File: src/rtl/bus_arbiter_rr.sv
// Round-robin / fixed-priority arbiter for the shared system bus.
// Active-low request/grant pairs, zero-idle-cycle handover between masters,
// and optional maximum-tenure preemption so one master cannot starve others.
// All outputs are registered; a request seen at one edge is granted after it.
module bus_arbiter_rr #(
  parameter int N_MASTERS  = 4,
  parameter int IDX_W      = 2,
  parameter int MAX_TENURE = 0
) (
  input  logic                 clk,
  input  logic                 reset,
  input  logic                 rr_en,
  input  logic [N_MASTERS-1:0] req_n,
  output logic [N_MASTERS-1:0] grnt_n,
  output logic [IDX_W-1:0]     owner,
  output logic                 bus_busy,
  output logic                 preempt
);

  // Counter only needs to reach MAX_TENURE; keep one bit when tenure is unlimited.
  localparam int TEN_W = (MAX_TENURE > 0) ? $clog2(MAX_TENURE + 1) : 1;
  localparam logic [TEN_W-1:0]     TEN_SAT = TEN_W'(MAX_TENURE);
  localparam logic [N_MASTERS-1:0] ONE     = N_MASTERS'(1);

  typedef enum logic {IDLE, GRANT} state_t;

  state_t                 state_reg, state_next;
  logic [N_MASTERS-1:0]   grnt_n_reg, grnt_n_next;
  logic [IDX_W-1:0]       owner_reg, owner_next;
  logic [IDX_W-1:0]       last_reg, last_next;
  logic [TEN_W-1:0]       tenure_reg, tenure_next;
  logic                   preempt_reg, preempt_next;

  logic [N_MASTERS-1:0]   req;       // active-high view of the requests
  logic [N_MASTERS-1:0]   others;    // requests from everyone except the owner
  logic [N_MASTERS-1:0]   cand;      // masters eligible in this decision
  logic [N_MASTERS-1:0]   rot;       // cand rotated into search order
  logic                   owner_req;
  logic                   expired;
  logic                   do_preempt;
  logic                   sel_valid;
  logic [IDX_W-1:0]       sel_idx;
  int                     start;

  assign req = ~req_n;

  // Mask the current owner out of the request vector.
  generate
    for (genvar gi = 0; gi < N_MASTERS; gi++) begin : g_others
      assign others[gi] = req[gi] && (owner_reg != IDX_W'(gi));
    end
  endgenerate

  assign owner_req  = |(req & ~others);
  // The owner has held the bus for MAX_TENURE cycles once this edge completes.
  assign expired    = (MAX_TENURE > 0) && ((int'(tenure_reg) + 1) >= MAX_TENURE);
  assign do_preempt = (state_reg == GRANT) && owner_req && expired && (|others);
  // On preemption the current owner is excluded from the search.
  assign cand       = do_preempt ? others : req;

  // Pick the first eligible master, starting after last_owner in round-robin mode.
  always_comb begin
    start     = rr_en ? ((int'(last_reg) + 1) % N_MASTERS) : 0;
    rot       = N_MASTERS'({cand, cand} >> start);
    sel_valid = 1'b0;
    sel_idx   = '0;
    for (int k = 0; k < N_MASTERS; k++) begin
      if (!sel_valid && rot[k]) begin
        sel_valid = 1'b1;
        sel_idx   = IDX_W'((start + k) % N_MASTERS);
      end
    end
  end

  // Next-state and next-output decision for the grant FSM.
  always_comb begin
    logic new_grant;
    state_next   = state_reg;
    grnt_n_next  = grnt_n_reg;
    owner_next   = owner_reg;
    last_next    = last_reg;
    tenure_next  = tenure_reg;
    preempt_next = 1'b0;
    new_grant    = 1'b0;
    case (state_reg)
      IDLE: begin
        if (sel_valid) new_grant = 1'b1;
      end
      GRANT: begin
        if (owner_req) begin
          if (do_preempt) begin
            new_grant    = 1'b1;
            preempt_next = 1'b1;
          end else if (tenure_reg != TEN_SAT) begin
            tenure_next = tenure_reg + 1'b1;
          end
        end else if (sel_valid) begin
          new_grant = 1'b1;
        end else begin
          state_next  = IDLE;
          grnt_n_next = '1;
        end
      end
      default: begin
        state_next  = IDLE;
        grnt_n_next = '1;
      end
    endcase
    if (new_grant) begin
      state_next  = GRANT;
      owner_next  = sel_idx;
      last_next   = sel_idx;
      grnt_n_next = ~(ONE << sel_idx);
      tenure_next = '0;
    end
  end

  // State and output registers; reset releases any grant immediately.
  always_ff @(posedge clk or negedge reset) begin
    if (!reset) begin
      state_reg   <= IDLE;
      grnt_n_reg  <= '1;
      owner_reg   <= '0;
      last_reg    <= IDX_W'(N_MASTERS - 1);
      tenure_reg  <= '0;
      preempt_reg <= 1'b0;
    end else begin
      state_reg   <= state_next;
      grnt_n_reg  <= grnt_n_next;
      owner_reg   <= owner_next;
      last_reg    <= last_next;
      tenure_reg  <= tenure_next;
      preempt_reg <= preempt_next;
    end
  end

  assign grnt_n   = grnt_n_reg;
  assign owner    = owner_reg;
  assign bus_busy = (state_reg == GRANT);
  assign preempt  = preempt_reg;

endmodule

File: config.mk
export PLATFORM = sky130hd
export DESIGN_NAME = bus_arbiter_rr
export DESIGN_NICKNAME = d
export VERILOG_FILES = /design/src/rtl/bus_arbiter_rr.sv
export SDC_FILE = /design/constraint.sdc
export NUM_CORES = 1
export LEC_CHECK = 0
export CAP_MARGIN = 5
export CELL_PAD_IN_SITES_DETAIL_PLACEMENT = 1
export CELL_PAD_IN_SITES_GLOBAL_PLACEMENT = 1
export CORE_MARGIN = 1.5
export CORE_UTILIZATION = 34
export CTS_CLUSTER_DIAMETER = 60
export DETAILED_ROUTE_END_ITERATION = 8
export PLACE_DENSITY = 0.82
export SETUP_SLACK_MARGIN = 0.2
export SLEW_MARGIN = 40
export SYNTH_ARGS = -nofsm -noshare
export SYNTH_HDL_FRONTEND = slang
export SYNTH_SLANG_ARGS = --single-unit
File: constraint.sdc
create_clock -name clk -period 2.2 [get_ports clk]
set_input_delay 0.44 -clock clk [delete_from_list [all_inputs] [get_ports clk]]
set_output_delay 0.44 -clock clk [all_outputs]
set_load 0.005 [all_outputs]
[Word level (Yosys, flattened, before mapping)]
Cells that the tools add are included.
W data, S select, Z words.
Word-level totals
  register bits after elaboration: 9
  bits of input ports: 7
  logic and storage cells: 55
Operators by class
  add/sub/neg operators: 4
  equal/unequal tests: 5
  shift-type cells: 2
  multiplexer cells: 19
  bitwise operators: 6
  reduce and logical (&&, ||, !) cells: 15
Operators with widths (count)
  $mux W32: 1
  $shr A8 B32 Y4: 1
  $mux W4: 4
  $not A4 Y4: 3
  $mux W1: 9
  $mux W2: 4
  $logic_and A1 B1 Y1: 7
  $ne A2 B1 Y1 const B: 3
  $add A2 B1 Y2 const B: 2
  $add A2 B2 Y2 const B: 2
  $and A4 B4 Y4: 1
  $ne A2 B2 Y1 const B: 2
  $reduce_bool A2 Y1: 2
  $reduce_or A4 Y1: 1
  $shl A1 B2 Y4 const A: 1
  $logic_not A1 Y1: 3
  $reduce_and A3 Y1: 1
  $pmux W1 S2: 1
  $reduce_or A2 Y1: 1
  $and A1 B1 Y1 const A: 1
  $not A1 Y1: 1

[Longest topological paths before layout]
  depth after elaboration: 20
  gate-level depth with buffers: 4

[Worst setup path before layout]
Ideal clock, no wire load.
  path kind: reg2reg
  from: register last_reg[0]
  to: register grnt_n_reg[2] (netlist: grnt_n[2])
  arrival time: 1.535 ns
  setup slack: 0.581 ns
  stages on the path, launching flop included: 5
  path buffers: 0
  period minus slack after synthesis: 1.619 ns
  cells stage by stage: dfstp_2 > and3b_1 > o31ai_1 > a32oi_1 > o32a_2
Between the ends
  cells in the longest elaborated chain, start to end: 20
  elaborated cells on any way between the ends: 32
  those cells by class: 4 x add/sub; 2 x eq/ne; 2 x shift; 13 x mux; 2 x bitwise; 9 x reduce/logical
Ends and longest elaborated chain
  from (decl): RTL line 30  | logic [IDX_W-1:0] last_reg, last_next;
  from (signal assigned): RTL line 124  | last_reg <= IDX_W'(N_MASTERS - 1);
  from (signal assigned): RTL line 131  | last_reg <= last_next;
  $add A2 B1 Y2 *: RTL line 63  | start = rr_en ? ((int'(last_reg) + 1) % N_MASTERS) : 0;
  $reduce_or A2 Y1 (no line)
  $and A1 B1 Y1 (no line)
  $mux W32 *: RTL line 63
  $shr A8 B32 Y4: RTL line 64  | rot = N_MASTERS'({cand, cand} >> start);
  $mux W1: RTL line 68  | if (!sel_valid && rot[k]) begin
  $logic_not A1 Y1: RTL line 68
  $logic_and A1 B1 Y1: RTL line 68
  [... 4 more ...]
  $logic_not A1 Y1: RTL line 68
  $logic_and A1 B1 Y1: RTL line 68
  $mux W1: RTL line 68
  $mux W1: RTL line 87, 97
  $mux W1: RTL line 90  | if (owner_req) begin
  $pmux W1 S2: RTL line 85  | case (state_reg)
  $ne A2 B1 Y1 (no line) / $reduce_bool A2 Y1 (equally long branches)
  $reduce_and A3 Y1 (no line)
  to (signal assigned): RTL line 129  | grnt_n_reg <= grnt_n_next;
  to (decl): RTL line 28  | logic [N_MASTERS-1:0] grnt_n_reg, grnt_n_next;
Every way passes the cells marked *; elsewhere a longest branch is shown, timed or not.
A chain may end at the register's enable or synchronous reset.

[Final worst setup path]
  from: input port req_n[3]
  to: register grnt_n_reg[1] (netlist: grnt_n[1])
Between the ends
  cells in the longest elaborated chain, start to end: 17
  elaborated cells on any way between the ends: 30
  those cells by class: 2 x eq/ne; 2 x shift; 12 x mux; 4 x bitwise; 10 x reduce/logical
Ends and longest elaborated chain
  from (decl): RTL line 13  | input logic [N_MASTERS-1:0] req_n,
  $not A4 Y4 *: RTL line 45  | assign req = ~req_n;
  $shr A8 B32 Y4: RTL line 64
  $mux W1: RTL line 68
  $logic_not A1 Y1: RTL line 68
  $logic_and A1 B1 Y1: RTL line 68
  $mux W1: RTL line 68
  $logic_not A1 Y1: RTL line 68
  $logic_and A1 B1 Y1: RTL line 68
  $mux W1: RTL line 68
  $logic_not A1 Y1: RTL line 68
  $logic_and A1 B1 Y1: RTL line 68
  $mux W1: RTL line 68
  $mux W1: RTL line 87, 97
  $mux W1: RTL line 90
  $pmux W1 S2: RTL line 85
  $ne A2 B1 Y1 (no line) / $reduce_bool A2 Y1 (equally long branches)
  $reduce_and A3 Y1 (no line)
Marks and branches as above.

==> summary.txt <==
status = finished, final reports clean
CTS Hold Bufs = 0
Cell variety after synth = 33
Placement Cell Area = 747 um^2
Seq pwr share = 0.374
Setup Buffers After CTS = 0
setup TNS = 0 ns
largest net degree at the start of global routing = 10
register area share after synthesis = 0.422
# rows = 14
CTS Root Cell = clkbuf_4
ANT cells = 0
Syn Area/Cell = 10.4 um^2
final setup margin = 0.323 ns
Max Cap Viol = 0
asr flop ratio synth = 1.00
DR WL/cell = 15.9 um
clock slew at reported path FFs = 0.06 ns
Yosys reg bits = 9
combinational family with the most area after synthesis = simple AND/OR/NAND/NOR gates
DRT Pass-1 Iters = 4
final wirelength = 1460 um
share of the synthesized area in the top cell type = 0.286
via count = 494
power share of the clock group = 0.146
Slew Viols, Final = 0
initial antenna violation count = 0
first-pass GRT wire length = 2310 um
final core utilization = 0.517
remaining global-route overflow = 0
Setup CP Type = in2reg
drt drc = 0
PwrDens = 1150 mW/mm^2
Worst Path Arrival = 2.07 ns
FMAX = 533 MHz
Post-Synth XOR/XNOR Area = 0
switching part of the total = 0.331
io pins = 15
min-delay worst type = in2async
Area contributors post-synth = dfstp_2 29%, dfrtp_1 14%, mux4_2 4.1%, nand2_1 4.1%, mux2i_1 3.6%
Leak Pwr = 0.336 nW
post_cts resized = 0
Initial Utilization = 0.366
compound-cell area share of the yosys netlist = 0.184
post-synthesis mux area share = 0.104
synth warn = 0
CTS tree = built
final hold vios = 0
vias in the first global route = 485
Crit. End Element = register
critical path fanouts, max = 5
First DRT Iteration DRCs = 6
number of flip-flops in the largest register = 4
Pint = 599 uW
IO buf count = 13
post-route cell area = 778 um^2
Worst EP required = 2.39 ns
DIE HEIGHT = 43.3 um
area grow syn2layout = 41.0%
layout cell share with drive strength beyond 1 = 0.316
fin crit share = 0.853
gpl congestion = 0.779
Final min period = 1.88 ns
post-place setup slack = 0.0476 ns
Num Clock Sinks = 9
Net Switching = 297 uW
share of power burned in combinational logic = 0.481
H-tree lvl count = 1
Gate Count Post-Synth = 53
CTS buffer count = 3
ys flop type = dfstp_2
Synth Area in Adders = 0.0181
Post-Syn Nets = 60
die width = 43.3 um
maximum vdd drop = 426 uV
Layout Nets = 84
worst skew pair latency = 0.26 ns
vias per inst = 5.37
Die ar. = 0.00187 mm^2
post-route ant nets = 0
DP HPWL = 1070 um
Final setup viols = 0
Synth area leader = dfstp_2
GRT Overall Usage = 0.172
WHS = 0.475 ns
Post-synth EDFFs = 0
core area = 0.00151 mm^2
RSZ-0062 raised after global routing = no
Synth Area in Simple Gates = 0.224
Syn Std Cell Area = 552 um^2
Setup Skew = 0.00297 ns
startpoint types = input pin
Max clock buf depth = 2
cells by family after synthesis:
logic type,Yosys count
AOI/OAI and AO/OA,12
adders and majority gates,1
muxes,4
buffers and inverters,5
DFF,9
other,1
and+or+nand+nor,21
cell usage in the layout (no fill, tap or decap), types with 2 or more instances in the layout:
master	netlist	final
clkdlybuf4s50_1	0	13
buf_4	1	7
nand2_1	6	6
dfstp_2	6	6
inv_1	4	4
nor2b_1	3	3
dfrtp_1	3	3
clkbuf_4	0	3
o21ai_0	2	2
nor2_1	2	2
mux2i_1	2	2
power by group through the flow:
stage | Sequential [mW] | Clock (mW) | Combinational [mW]
finish | 0.335 | 0.130 | 0.431
global route | 0.344 | 0.147 | 0.470
floorplan | 0.325 | 0 | 0.225
global placement | 0.339 | 0 | 0.411
detailed placement | 0.340 | 0 | 0.423
CTS | 0.337 | 0.135 | 0.429
per-stage QoR:
stage,power [mW],instances
final,0.896,92
after global placement,0.749,88
after floorplan,0.550,53
after detailed placement,0.764,88
after CTS,0.901,92
after global routing,0.962,92
cell usage after synthesis, types with 2 or more instances:
cell type,count
dfstp_2,6
nand2_1,6
inv_1,4
dfrtp_1,3
nor2b_1,3
mux2i_1,2
nor2_1,2
o21ai_0,2
critical path: stages:
cell and delay (ns):
clkdlybuf4s50_1 0.47, mux4_2 0.54, mux2_4 0.30, or2_0 0.20
o2bb2ai_1 0.12
layout make-up:
| cell class | instances | area, um^2 |
|---|---|---|
| clock buffer | 4 | 26.3 |
| fill | 168 | 728 |
| inverter | 4 | 15.0 |
| multi-input combinational | 39 | 302 |
| sequential | 9 | 233 |
| tap | 16 | 20.0 |
| timing repair buffer | 20 | 183 |
worst paths after layout:
check | start | endpoint | depth (start not counted) | slack, ns
setup / recovery | req_n[3] | grnt_n[1]$_DFFE_PN1P_ | 5 | 0.32
hold / removal | reset | bus_busy$_DFF_PN0_ | 1 | 0.47
setup reg to reg | owner[0]$_DFFE_PN0P_ | grnt_n[1]$_DFFE_PN1P_ | 4 | 0.56
hold reg to reg | last_reg[0]$_DFFE_PN1P_ | last_reg[0]$_DFFE_PN1P_ | 2 | 0.51
max in group asynchronous | reset | last_reg[0]$_DFFE_PN1P_ | 1 | 1.40
min in group clk | last_reg[0]$_DFFE_PN1P_ | last_reg[0]$_DFFE_PN1P_ | 2 | 0.51
layer usage:
layer / track usage / vias to the layer above / wire (um)
met5: 0 / - / 0
li1: - / 241 / -
met3: 0.0511 / 2 / 40
met1: 0.230 / 242 / 725
met4: 0.0364 / 0 / 12
met2: 0.272 / 9 / 685
No activity file was read; power rests on OpenSTA's default activity.
